$ cat src/rtl/mul_ctrl.sv
// mul_ctrl: sequences RV32M multiplies through an external unsigned 32x32
// array multiplier. It converts operands to magnitudes, waits out the
// multicycle multiplier path and sign-corrects the 64-bit product. A
// one-entry product cache serves repeated operand pairs without a multiply.
module mul_ctrl #(
  parameter int MUL_CYCLES = 1
) (
  input  logic        clk_i,
  input  logic        rst_i,
  input  logic        req_valid_i,
  output logic        req_ready_o,
  input  logic [1:0]  funct_i,
  input  logic [31:0] operand_a_i,
  input  logic [31:0] operand_b_i,
  input  logic        flush_i,
  output logic        resp_valid_o,
  input  logic        resp_ready_i,
  output logic [31:0] result_o,
  output logic        busy_o,
  output logic [31:0] mul_a_o,
  output logic [31:0] mul_b_o,
  input  logic [63:0] mul_p_i
);

  typedef enum logic [1:0] {IDLE, MULT, FIX, DONE} state_t;

  localparam logic [1:0] F_MUL    = 2'b00;
  localparam logic [1:0] F_MULH   = 2'b01;
  localparam logic [1:0] F_MULHSU = 2'b10;
  localparam logic [1:0] CNT_INIT = 2'(MUL_CYCLES - 1);

  state_t      state, state_nxt;
  logic [1:0]  funct_q;
  logic [31:0] a_q, b_q;
  logic        neg_q;
  logic [1:0]  cnt;
  logic [63:0] p_q;

  logic        cache_valid;
  logic [31:0] cache_a, cache_b;
  logic [1:0]  cache_funct;
  logic [63:0] cache_prod;

  logic        a_signed, b_signed, sa, sb;
  logic [31:0] mag_a, mag_b;
  logic        accept, cache_hit;
  logic [63:0] prod_fix;

  // Operand sign handling, handshake decode, cache lookup and sign correction
  always_comb begin
    a_signed  = (funct_i == F_MULH) || (funct_i == F_MULHSU);
    b_signed  = (funct_i == F_MULH);
    sa        = operand_a_i[31] & a_signed;
    sb        = operand_b_i[31] & b_signed;
    mag_a     = sa ? (~operand_a_i + 32'd1) : operand_a_i;
    mag_b     = sb ? (~operand_b_i + 32'd1) : operand_b_i;
    accept    = req_valid_i && req_ready_o;
    cache_hit = cache_valid && (operand_a_i == cache_a) && (operand_b_i == cache_b) &&
                ((funct_i == F_MUL) || (funct_i == cache_funct));
    prod_fix  = neg_q ? (~p_q + 64'd1) : p_q;
  end

  // Handshake outputs derive directly from the registered state
  always_comb begin
    req_ready_o  = (state == IDLE) && !flush_i;
    resp_valid_o = (state == DONE);
    busy_o       = (state != IDLE);
  end

  // Next-state logic; flush overrides every handshake
  always_comb begin
    state_nxt = state;
    if (flush_i) begin
      state_nxt = IDLE;
    end else begin
      case (state)
        IDLE:    if (accept) state_nxt = cache_hit ? DONE : MULT;
        MULT:    if (cnt == 2'd0) state_nxt = FIX;
        FIX:     state_nxt = DONE;
        DONE:    if (resp_ready_i) state_nxt = IDLE;
        default: state_nxt = IDLE;
      endcase
    end
  end

  // State register
  always_ff @(posedge clk_i) begin
    if (rst_i) state <= IDLE;
    else       state <= state_nxt;
  end

  // Datapath: operand latch, multiplier wait, product capture, fix-up and cache
  always_ff @(posedge clk_i) begin
    if (rst_i) begin
      funct_q     <= 2'b00;
      a_q         <= 32'd0;
      b_q         <= 32'd0;
      neg_q       <= 1'b0;
      cnt         <= 2'd0;
      p_q         <= 64'd0;
      result_o    <= 32'd0;
      mul_a_o     <= 32'd0;
      mul_b_o     <= 32'd0;
      cache_valid <= 1'b0;
      cache_a     <= 32'd0;
      cache_b     <= 32'd0;
      cache_funct <= 2'b00;
      cache_prod  <= 64'd0;
    end else if (!flush_i) begin
      case (state)
        IDLE: begin
          if (accept) begin
            funct_q <= funct_i;
            a_q     <= operand_a_i;
            b_q     <= operand_b_i;
            neg_q   <= sa ^ sb;
            mul_a_o <= mag_a;
            mul_b_o <= mag_b;
            cnt     <= CNT_INIT;
            if (cache_hit)
              result_o <= (funct_i == F_MUL) ? cache_prod[31:0] : cache_prod[63:32];
          end
        end
        MULT: begin
          if (cnt == 2'd0) p_q <= mul_p_i;
          else             cnt <= cnt - 2'd1;
        end
        FIX: begin
          result_o    <= (funct_q == F_MUL) ? prod_fix[31:0] : prod_fix[63:32];
          cache_prod  <= prod_fix;
          cache_a     <= a_q;
          cache_b     <= b_q;
          cache_funct <= funct_q;
          cache_valid <= 1'b1;
        end
        default: ;
      endcase
    end
  end

endmodule

$ cat config.mk
export PLATFORM = sky130hd
export DESIGN_NAME = mul_ctrl
export DESIGN_NICKNAME = d
export VERILOG_FILES = /design/src/rtl/mul_ctrl.sv
export SDC_FILE = /design/constraint.sdc
export NUM_CORES = 1
export LEC_CHECK = 0
export ABC_CLOCK_PERIOD_IN_PS = 2900
export BUFFER_PORTS_ARGS = -buffer_cell sky130_fd_sc_hd__buf_2
export CAP_MARGIN = 5
export CELL_PAD_IN_SITES_DETAIL_PLACEMENT = 2
export CELL_PAD_IN_SITES_GLOBAL_PLACEMENT = 2
export CORE_ASPECT_RATIO = 0.7
export CORE_MARGIN = 1.5
export CORE_UTILIZATION = 32
export CTS_BUF_LIST = sky130_fd_sc_hd__clkbuf_8
export CTS_CLUSTER_SIZE = 28
export DETAILED_ROUTE_END_ITERATION = 7
export PLACE_DENSITY = 0.87
export SLEW_MARGIN = 20
export SYNTH_ARGS = -nofsm -noshare
export SYNTH_HDL_FRONTEND = slang
export SYNTH_SLANG_ARGS = --single-unit
$ cat constraint.sdc
create_clock -name clk_i -period 2.9 [get_ports clk_i]
set_input_delay 0.58 -clock clk_i [delete_from_list [all_inputs] [get_ports clk_i]]
set_output_delay 0.58 -clock clk_i [all_outputs]
set_load 0.1 [all_outputs]
# Yosys cells after proc, flatten, opt, wreduce, memory -nomap -nowiden
# Index checks and enable logic that the tools add are counted.
dict set report word_totals {
  reg_bits 362
  latch_bits 0
  ramBits 0
  romBits 0
  inputBits 135
  output_inout_bits 99
  elab_cells 77
  mem_count 0
}
dict set report classes {
  addsub 4
  multipliers 0
  div 0
  order_cmp 0
  eq_ne 13
  shift 0
  mux 16
  n_bitwise 7
  n_reduce_logical 22
}
# op n
set op_table {}
lappend op_table {{two-way mux 32 bit} 6}
lappend op_table {{adder 32 x 1 -> 32 bit, second input constant} 2}
lappend op_table {{adder 64 x 1 -> 64 bit, second input constant} 1}
lappend op_table {{equality test 32 bit} 2}
lappend op_table {{two-way mux 64 bit} 1}
lappend op_table {{inverter 32 bit} 2}
lappend op_table {{inverter 64 bit} 1}
lappend op_table {{one-hot mux 32 bit (2 select lines)} 1}
lappend op_table {{two-way mux 2 bit} 6}
lappend op_table {{AND reduction 3 bit} 3}
lappend op_table {{zero test 2 bit} 4}
lappend op_table {{!= test 2 bit, second input constant} 4}
lappend op_table {{one-hot mux 2 bit (4 select lines)} 1}
lappend op_table {{AND reduction 4 bit} 2}
lappend op_table {{equality test 2 bit, second input constant} 3}
lappend op_table {{nonzero test 2 bit} 3}
lappend op_table {{logical AND 1 bit} 5}
lappend op_table {{equality test 2 x 1 -> 1 bit, second input constant} 2}
lappend op_table {{one-hot mux 2 bit (2 select lines)} 1}
lappend op_table {{bitwise AND 1 bit} 2}
lappend op_table {{equality test 2 bit} 1}
lappend op_table {{logical OR 1 bit} 2}
lappend op_table {{!= test 2 x 1 -> 1 bit, second input constant} 1}
lappend op_table {{AND reduction 2 bit} 1}
lappend op_table {{other kinds (5)} 5}

# Longest topological paths before layout
# Gate-level depths: netlist of run 1.
dict set report logic_depth {
  ltp_word 7
  depth_mapped 11
}

# Least setup slack after synthesis of run 1
# OpenSTA, ideal clock, no wires.
dict set report synth_path {
  path_type {reg2reg}
  start {reg state[0]}
  end {reg result_o[19]}
  setup_time_ns 0.132
  arrival_ns 3.833
  t_required_ns 2.768
  slack_ns -1.064
  path_stages_with_launch 11
  synth_period_minus_slack_ns 3.964
  path_cell_list {dfxtp_1 -> inv_1 -> ha_1 -> inv_1 -> nor2_1 -> and2_1 -> clkbuf_1 -> a22o_1 -> buf_1 -> o221a_2 -> nor3_1}
}
dict set report synth_via {
  elab_chain_len 5
  word_cells_on_any_way 9
  classes_between {eq/ne: 3; mux: 1; reduce/logical: 5}
}
# item line_no
set synth_lines {}
lappend synth_lines {{start, declared} 32} ;# state_t state, state_nxt;
lappend synth_lines {{start signal, assigned} 89} ;# else state <= state_nxt;
lappend synth_lines {{zero test 2 bit} 65} ;# req_ready_o = (state == IDLE) && !flush_i;
lappend synth_lines {{logical AND 1 bit} 65}
lappend synth_lines {{named net req_ready_o} 11} ;# output logic req_ready_o,
lappend synth_lines {{logical AND 1 bit} 57} ;# accept = req_valid_i && req_ready_o;
lappend synth_lines {{!= test 2 bit (no line)} n/a}
lappend synth_lines {{AND reduction 4 bit (no line)} n/a}
lappend synth_lines {{end signal, assigned} 121} ;# result_o <= (funct_i == F_MUL) ? cache_prod[31:0] : cache_prod[63:32];
lappend synth_lines {{end signal, assigned} 129} ;# result_o <= (funct_q == F_MUL) ? prod_fix[31:0] : prod_fix[63:32];
lappend synth_lines {{end, declared} 18} ;# output logic [31:0] result_o,
# The timed path passes the listed nets, and every way through them passes these cells.
# A chain may end at the register's enable or synchronous reset.

# Worst setup path in the final report of run 1
dict set report layout_path {
  start {reg p_q[2]}
  end {reg result_o[3]}
}
dict set report layout_via {
  elab_chain_len 5
}
# item line_no
set layout_lines {}
lappend layout_lines {{start, declared} 37} ;# logic [63:0] p_q;
lappend layout_lines {{start signal, assigned} 125} ;# if (cnt == 2'd0) p_q <= mul_p_i;
lappend layout_lines {{inverter 64 bit} 60} ;# prod_fix = neg_q ? (~p_q + 64'd1) : p_q;
lappend layout_lines {{adder 64 x 1 -> 64 bit} 60}
lappend layout_lines {{two-way mux 64 bit} 60}
lappend layout_lines {{two-way mux 32 bit} 129}
lappend layout_lines {{one-hot mux 32 bit (2 select lines)} 110} ;# case (state)
# Every way passes these cells.

==> flow_summary_export.csv, run 1 <==
group,metric,value,unit
drt,first_pass_iters,5,
floorplanning,core,0.0541,mm²
critical_path,reg2regPathDepth,8,
synthesis,synth.distinct_cells,70,
floorplanning,die_y,199,µm
power_and_ir_drop,power_leakage,0.00904,µW
min_path,hold_path_end,"p_q[36]",
synthesis,synth_edf_count,0,
synthesis,synthTopCellsByArea,"dfxtp_1 41%, nand2_1 10%, a21oi_1 7.1%",
clock_tree,htree_num_levels,2,
clock_tree,cts_num_sinks,360,
clock_tree,insertion_delay,690,ps
drt,first_iter_violations,1416,
critical_path,reg2reg_slack,-150,ps
synthesis,ys_async_sr_fraction,0,%
critical_path,r2r_start,"p_q[2]",
floorplanning,fp-row-count,71,
timing,setup_viol,19,
run,maxCapViolations,0,
drt,drcViolationCount,0,
synthesis,syn-instance-count,2274,
drt,wl,87.8,mm
timing,rsz0062_at_grt,"true",
critical_path,crit_arrival,3600,ps
clock_tree,cts_buffers,61,
drt,vias,19286,
timing,max-slew-margin-rel,41.6,%
critical_path,r2r_end,"result_o[3]",
global_routing,grt_overflow,0,
min_path,holdCritPathClass,"input pin to flip-flop",
critical_path,end_kind,"flip-flop",
synthesis,synth_top_cell_area_share,40.8,%
synthesis,yosys.area.top_type,"dfxtp_1",
drt,ant_nets,0,
placement,post-place-ws,-543,ps
synthesis,syn-num-nets,2419,
global_routing,grt_max_degree,163,
synthesis,synthFlopType,"dfxtp_1",
clock_tree,cts_tree,"done",
outcome,violations,"negative setup slack",
drt,wl_per_cell,25.5,µm
final_layout,final_nets,2802,
placement,io_buffers,233,
placement,place_congestion,0.929,
critical_path,path_cells,"or4_4 > or4b_4 > or3_4 > nor4_4 > nor2_1 > mux2i_1 > o21ai_1 > a32o_1",
synthesis,synth_seq_cells,360,
clock_tree,clock_path_buffers,3,
critical_path,path_max_fanout,5,
floorplanning,pin_count,234,
clock_tree,clk_pin_slew,70,ps
final_layout,layout-drive-gt1-share,27.1,%
final_layout,regArea,0.00722,mm²
min_path,min_delay_path_depth,3,
synthesis,syn_avg_cell_area,7.76,µm²
timing,period_needed,3050,ps
critical_path,startpoint_type,"flip-flop",
final_layout,area_delta_synth_final,31.6,%
drt,avgViaCountPerCell,5.61,
power_and_ir_drop,ir_drop,311,µV
timing,fin_setup_tns,-1280,ps
critical_path,critPathKind,"flip-flop to flip-flop",
timing,tightest_slew,876,ps
global_routing,grt_first_pass_wirelength,128,mm
critical_path,slowest_stage,"or4b_4",
critical_path,crit_required,3450,ps
clock_tree,root_buffer,"clkbuf_8",
synthesis,seq_area_frac_synth,40.8,%
timing,hold_viol,0,
global_routing,antenna_found_initial,11,
critical_path,cp_slowest_stage_delay,630,ps
synthesis,yosysWarningCount,0,
clock_tree,cts_hold_buf,0,
global_routing,grt_pass1_vias,20946,
final_layout,multi_input_area,0.0102,mm²
floorplanning,dieArea,0.0566,mm²
final_layout,n_fill_cell,6033,
min_path,worstHoldStart,"mul_p_i[36]",
floorplanning,initial_core_util,32.6,%
timing,final.setup.worst_slack,-151,ps
outcome,status,"finished, violations left",
global_routing,grt_usage,29.5,%
floorplanning,die_w,284,µm
timing,finalCritPeriodShare,105,%
power_and_ir_drop,powerDensity,597,mW/mm²
timing,slew_viol_final,0,
synthesis,synth_area,0.0177,mm²
timing,finClkSkew,32.7,ps
placement,dp_hpwl,58.5,mm
timing,fmax,328,MHz
==> cells in the final DEF, fill, tap and decap left out, types with 15 or more instances in the layout <==
| master | Yosys | final |
|---|---|---|
| buf_2 | 3 | 231 |
| buf_4 | 2 | 259 |
| nand2b_1 | 19 | 18 |
| dfxtp_1 | 360 | 353 |
| inv_1 | 41 | 58 |
| xnor2_1 | 65 | 62 |
| xor2_1 | 90 | 85 |
| clkbuf_8 | 0 | 84 |
| mux2i_1 | 43 | 41 |
| nor3_1 | 27 | 26 |
| or3_1 | 17 | 16 |
| nor2_1 | 209 | 203 |
| a21oi_1 | 251 | 246 |
| nor4_1 | 40 | 25 |
| o21ai_0 | 56 | 46 |
| nand2_1 | 492 | 488 |
| buf_12 | 0 | 15 |
| a211oi_1 | 120 | 116 |
==> flip-flops by register name (all words and copies together), names as in the netlist <==
| name | count |
|---|---|
| funct_q | 2 |
| neg_q | 1 |
| b_q | 31 |
| p_q | 64 |
| state | 2 |
| result_o | 32 |
| cache_b | 32 |
| cache_funct | 2 |
| cnt | 2 |
| cache_valid | 1 |
| mul_b_o | 32 |
| mul_a_o | 32 |
| cache_prod | 64 |
| cache_a | 32 |
| a_q | 31 |
==> worst max-delay path, delay by kind of cell, from the launching register on <==
kind	cells	cell delay, ps
AND/OR/NAND/NOR	5	2010
AO/OA/AOI/OAI	2	380
flip-flops	1	320
multiplexers	1	230
==> synthesized netlist by cell type, drive strengths merged (8+ instances only) <==
cell	instances
a211oi	120
a21oi	252
a22o	8
a311oi	11
a31oi	10
buf	18
clkbuf	175
dfxtp	360
ha	10
inv	41
mux2	12
mux2i	43
nand2	492
nand2b	19
nand3	14
nand4	13
nor2	209
nor2b	10
nor3	27
nor4	40
o21ai	56
o221ai	9
o22ai	11
o31ai	23
o41ai	11
or3	19
or4	17
xnor2	65
xor2	90
==> report_power, final <==
group          leakage [µW]  total [µW]  switching (µW)  internal [µW]
sequential          0.00293        5260             127           5130
combinational       0.00538        3650            2430           1220
clock              0.000737        4960            2400           2560
==> metal layers <==
layer,track usage (%),vias to the layer above,part of all wire (%)
li1,-,8647,-
met1,38.8,9802,45
met2,47.5,637,46
met3,7.40,190,7.1
met4,8.99,10,2.6
met5,0,-,0.075
==> how the worst max path moves through the flow <==
stage / start / slack [ps] / end / cells past startpoint
global placement: operand_a_i[13] / -470 / result_o[26] / 12
global route: p_q[2] / -200 / cache_prod[35] / 9
detailed placement: operand_a_i[25] / -540 / result_o[26] / 11
finish: p_q[2] / -150 / result_o[3] / 8
floorplan: state[0] / 4 / result_o[12] / 10
CTS: p_q[10] / -90 / result_o[14] / 10
==> metrics by stage <==
| stage | total power [µW] | hold slack (ps) | std cells | util [%] | area [µm²] |
|---|---|---|---|---|---|
| 4_1_cts | 13700 | 87.8 | 3423 | 42.1 | 22800 |
| 3_3_place_gp | 8380 | 435 | 3306 | 39.2 | 21200 |
| 2_1_floorplan | 7170 | 432 | 2274 | - | 17700 |
| 3_5_place_dp | 8520 | 448 | 3306 | 39.2 | 21200 |
| 5_1_grt | 14300 | 121 | 3436 | 42.9 | 23200 |
| 6_report | 13900 | 141 | 3438 | 42.9 | 23200 |
==> cells by family (layout without fill, tap and decap cells) <==
group,after synthesis,after routing,synth area share [%]
XOR/XNOR,155,155,7.69
adder cells (fa/ha/maj),10,10,0.709
multiplexers,55,55,3.20
other,0,4,0
flip-flops,360,360,40.8
AND/OR/NAND/NOR,894,894,21.9
buffers and inverters,234,664,5.21
AO/OA/AOI/OAI,566,566,20.4
==> final cells by class <==
| type | count | area share, % |
|---|---|---|
| diodes | 4 | 0.0431 |
| multi-input cells | 1680 | 43.8 |
| clock inverters | 26 | 0.495 |
| clock buffers | 84 | 4.98 |
| repair buffers | 513 | 15.1 |
| inverters | 41 | 0.679 |
| flip-flops and latches | 360 | 31.1 |
| well taps | 730 | 3.93 |
==> repair_timing <==
| item | 4_1_cts | 5_1_grt |
|---|---|---|
| setup buffers | 9 | 11 |
| endpoints found under the setup margin | 45 | 47 |
| gates resized for setup | 59 | 68 |
| pin swaps | 19 | 33 |
(Power assumes the default switching activity.)
==> inputs of run 2 (changes only) <==
ABC_CLOCK_PERIOD_IN_PS = 3800   (was 2900)
CORE_UTILIZATION = 38   (was 32)
PLACE_DENSITY = 0.95   (was 0.87)
clock period = 3.8 ns   (was 2.9 ns; I/O delays follow)
==> run 2 against run 1 <==
  * The run now ends clean
  * Critical path type unchanged
  * Die area shrank 16%
  * Count of clock-buffer cells in the layout fell by 9
  * Largest cell class unchanged
  * Cell area shrank 12%
  * Clock skew grew 21 ps
  * Sequential share of layout area is 4.1 points higher
  * Cell count decreased by 11%
  * Via count fell by 4.3%
==> flow_summary_export.csv, run 2 (synthesis results as in run 1) <==
group,metric,value,unit
floorplanning,die_w,261,µm
clock_tree,cts_buffers,60,
placement,place_congestion,0.947,
drt,route.met3.wl,5.38,mm
drt,drcViolationCount,0,
drt,wl,80.9,mm
final_layout,layout-drive-gt1-share,16.6,%
min_path,holdCritPathClass,"input pin to flip-flop",
clock_tree,clock_path_buffers,3,
power_and_ir_drop,ir_drop,237,µV
drt,top_layer,"met4",
timing,rsz0062_at_grt,"false",
critical_path,slowest_stage,"nor4_1",
placement,dp.cells,2969,
clock_tree,cts_tree,"done",
placement,dp_hpwl,55.4,mm
timing,setup_viol,0,
drt,vias,18452,
power_and_ir_drop,power_leakage,0.00769,µW
drt,ant_nets,0,
critical_path,crit_arrival,4270,ps
floorplanning,die_y,183,µm
placement,io_buffers,233,
final_layout,regArea,0.00721,mm²
floorplanning,dieArea,0.0478,mm²
critical_path,crit_required,4390,ps
global_routing,grt_max_degree,157,
floorplanning,initial_core_util,38.8,%
clock_tree,clk_pin_slew,70,ps
drt,drt-met1-wl,35.1,mm
critical_path,startpoint_type,"flip-flop",
global_routing,grt_usage,33.4,%
global_routing,grt_first_pass_wirelength,123,mm
final_layout,final_nets,2573,
timing,max-slew-margin-rel,27.6,%
clock_tree,cts_resized,0,
critical_path,path_cells,"nor4_1 > and3_1 > nand4_1 > o41ai_2 > xor2_1 > a221oi_1 > mux2i_1 > nor2_1",
run,maxCapViolations,0,
critical_path,path_max_fanout,8,
final_layout,final_cell_mix,"491 x nand2_1, 359 x dfxtp_1, 251 x a21oi_1",
drt,avgViaCountPerCell,6.00,
timing,finClkSkew,53.5,ps
floorplanning,fp-row-count,65,
clock_tree,postCtsSetupBuffers,0,
timing,tightest_slew,1080,ps
final_layout,n_fill_cell,5114,
timing,fin_setup_tns,0,ps
power_and_ir_drop,powerDensity,475,mW/mm²
final_layout,stdcell_count,3076,
critical_path,end_kind,"flip-flop",
clock_tree,root_buffer,"clkbuf_8",
critical_path,critPathKind,"flip-flop to flip-flop",
final_layout,area_delta_synth_final,16.2,%
timing,period_needed,3680,ps
floorplanning,core,0.0455,mm²
drt,wl_per_cell,26.3,µm
drt,first_pass_iters,5,
final_layout,fin_area,0.0205,mm²
final_layout,top_regs,"cache_prod (64), p_q (64)",
drt,first_iter_violations,1545,
timing,fmax,272,MHz
critical_path,cp_slowest_stage_delay,900,ps
clock_tree,htree_num_levels,2,
global_routing,grt_pass1_vias,20110,
clock_tree,insertion_delay,700,ps
clock_tree,cts_hold_buf,0,
clock_tree,cts_num_sinks,360,
floorplanning,pin_count,234,
timing,finalCritPeriodShare,96.8,%
final_layout,final_common_cell,"nand2_1",
global_routing,grt_overflow,0,
placement,placed_cell_area,0.0193,mm²
timing,slew_viol_final,0,
final_layout,multi_input_area,0.00955,mm²
drt,met2_length,37.8,mm
outcome,status,"finished, final reports clean",
global_routing,antenna_found_initial,8,
timing,hold_viol,0,
==> run 2: changes by cell type in the layout (fill, tap and decap cells not counted), moves of 9 or more <==
cell and delta:
buf_4 -214, nor4_1 +15, o21ai_0 +10, o31ai_1 +10
clkbuf_8 -9, nor4_2 -9
==> run 2: final cells by class <==
cell class,instances,area share (%)
multi-input combinational,1680,46.6
sequential,360,35.1
timing repair buffer,285,8.06
clock buffer,75,5.03
tap,603,3.68
inverter,41,0.750
clock inverter,28,0.702
antenna,4,0.0488
==> run 2: worst max-delay path, delay by kind of cell, from the launching register on <==
kind,cells,cell delay [ps]
AOI/OAI and AO/OA,2,1100
DFF,1,390
muxes,1,130
and+or+nand+nor,4,1740
xor gates and xnor gates,1,210
==> run 2: worst paths after layout <==
kind | slack, ps | depth (start not counted) | start | endpoint
worst max-delay path | 120 | 8 | p_q[21] | result_o[31]
worst min-delay path | 310 | 3 | mul_p_i[54] | p_q[54]
worst max register to register | 120 | 8 | p_q[21] | result_o[31]
worst min register to register | 460 | 2 | result_o[8] | result_o[8]
==> run 2: metal layers <==
| layer | vias up | track usage [%] |
|---|---|---|
| met5 | - | 0 |
| met4 | 0 | 12.3 |
| met3 | 196 | 6.43 |
| met2 | 673 | 54.6 |
| met1 | 9398 | 43.6 |
| li1 | 8185 | - |
==> run 2: stage by stage <==
stage                     worst slack (ps)  power, µW  util [%]  hold WS, ps
after global placement                 329       6030      42.5          436
after detailed placement              66.1       6150      42.5          453
after floorplan                        340       5470         -          432
after global routing                  41.2      10100      45.1          307
after CTS                              259       9720      45.1          275
final                                  122       9740      45.1          313
==> run 2: report_power, final <==
group          leakage, µW  internal [µW]  switching, µW
registers          0.00292           3920            122
logic              0.00408            545           1580
clock network     0.000688           1830           1750
==> inputs of run 3 (changes only) <==
RECOVER_POWER = 100   (was default)
==> run 3 against run 2 <==
  * The flow now finishes with violations (max-capacitance violations, max-slew violations)
  * Clock skew is 5.6 ps lower
  * Wire length decreased by 0.11%
  * Worst hold slack gained 2.9 ps
  * Critical path depth is 1 lower
  * Via count up 0.35%
  * Sequential power about the same
  * Fmax shrank 1.2%
  * Sequential cell count is the same
  * Clock power hardly changed
  * Critical endpoint is now cache_a[7]
==> flow_summary_export.csv, run 3 (synthesis results as in run 1) <==
group,metric,value,unit
timing,fmax,269,MHz
clock_tree,cts_num_sinks,360,
timing,rsz0062_at_grt,"false",
clock_tree,clk_pin_slew,60,ps
global_routing,grt_first_pass_wirelength,123,mm
final_layout,utilization,44.6,%
placement,place_congestion,0.947,
drt,vias,18517,
clock_tree,root_buffer,"clkbuf_8",
timing,period_needed,3720,ps
global_routing,grt_overflow,0,
final_layout,layout-drive-gt1-share,11.9,%
timing,finClkSkew,47.9,ps
critical_path,end_kind,"flip-flop",
placement,io_buffers,233,
timing,slew_viol_final,263,
outcome,violations,"max-capacitance violations, max-slew violations",
clock_tree,clock_path_buffers,3,
power_and_ir_drop,power_leakage,0.00724,µW
timing,setup_viol,0,
floorplanning,die_y,183,µm
critical_path,path_max_fanout,66,
critical_path,crit_required,4400,ps
power_and_ir_drop,combPwrFrac,21.5,%
drt,wl,80.8,mm
final_layout,final_common_cell,"nand2_1",
placement,dp_hpwl,55.4,mm
final_layout,regArea,0.00721,mm²
min_path,holdCritPathClass,"input pin to flip-flop",
floorplanning,pin_count,234,
final_layout,stdcell_count,3076,
power_and_ir_drop,powerDensity,478,mW/mm²
global_routing,grt_pass1_vias,20110,
final_layout,multi_input_area,0.00952,mm²
timing,finalCritPeriodShare,97.9,%
power_and_ir_drop,p_int,6260,µW
critical_path,critPathKind,"flip-flop to flip-flop",
timing,hold_viol,0,
outcome,status,"finished, violations left",
power_and_ir_drop,p_sw_share,35.4,%
final_layout,area_delta_synth_final,14.9,%
timing,holdWs,316,ps
floorplanning,die_w,261,µm
floorplanning,initial_core_util,38.8,%
clock_tree,cts_resized,0,
run,maxCapViolations,3,
final_layout,top_regs,"cache_prod (64), p_q (64)",
clock_tree,insertion_delay,690,ps
drt,ant_nets,0,
power_and_ir_drop,netSwitchingPower,3430,µW
floorplanning,dieArea,0.0478,mm²
global_routing,grt_max_degree,157,
clock_tree,htree_num_levels,2,
drt,avgViaCountPerCell,6.02,
drt,first_iter_violations,1606,
placement,dp.cells,2969,
critical_path,crit_arrival,4320,ps
timing,max-slew-margin-rel,-28.2,%
floorplanning,core,0.0455,mm²
power_and_ir_drop,power_frac_seq,41.7,%
final_layout,final_cell_mix,"492 x nand2_1, 359 x dfxtp_1, 251 x a21oi_1",
drt,drcViolationCount,0,
clock_tree,cts_buffers,60,
power_and_ir_drop,clkPwrFrac,36.7,%
global_routing,grt_usage,33.4,%
floorplanning,fp-row-count,65,
clock_tree,cts_tree,"done",
timing,fin_setup_tns,0,ps
timing,tightest_slew,1920,ps
critical_path,startpoint_type,"flip-flop",
final_layout,n_fill_cell,5183,
clock_tree,postCtsSetupBuffers,0,
power_and_ir_drop,ir_drop,234,µV
drt,first_pass_iters,7,
drt,wl_per_cell,26.3,µm
global_routing,antenna_found_initial,8,
final_layout,final_nets,2573,
clock_tree,cts_hold_buf,0,
==> run 3: power by group through the flow <==
stage	registers [µW]	clock network [µW]	logic [µW]
final	4040	3560	2090
after global routing	4050	3790	2200
after global placement	4100	0	1930
after detailed placement	4110	0	2030
after CTS	4040	3610	2080
after floorplan	4460	0	1010
==> run 3: cell type report <==
type	instances	share of cell area, %
Multi-Input combinational cell	1680	46.9
Inverter	41	0.759
Tap cell	603	3.72
Antenna cell	4	0.0494
Clock inverter	28	0.710
Sequential cell	360	35.5
Clock buffer	75	5.09
Timing Repair Buffer	285	7.19
==> run 3: routing by layer <==
layer | track usage [%] | vias up | routed length (µm)
met5 | 0 | - | 0
met4 | 12.3 | 0 | 2560
met3 | 6.43 | 191 | 5730
met2 | 54.6 | 746 | 37800
met1 | 43.6 | 9385 | 34700
li1 | - | 8195 | -
==> run 3: final timing paths <==
path         slack [ps]           to   startpoint  depth (start not counted)
max                  80   cache_a[7]     state[0]                          7
max reg2reg          80   cache_a[7]     state[0]                          7
min reg2reg         460  result_o[8]  result_o[8]                          2
min                 320      p_q[54]  mul_p_i[54]                          3
==> run 3: metrics by stage <==
| step | worst slack (ps) | cell area [µm²] | total power [µW] |
|---|---|---|---|
| floorplan | 340 | 17700 | 5470 |
| global placement | 329 | 19300 | 6030 |
| detailed placement | 66.1 | 19300 | 6150 |
| CTS | 259 | 20500 | 9720 |
| global route | 21.6 | 20300 | 10000 |
| finish | 78.5 | 20300 | 9690 |
==> run 3: critical path, stage by stage (launching register included) <==
cell      delay, ps
dfxtp_1         400
inv_1            90
ha_1            220
buf_4           300
nand2b_1        680
clkbuf_2       1370
nand2_1         270
a21oi_1         250
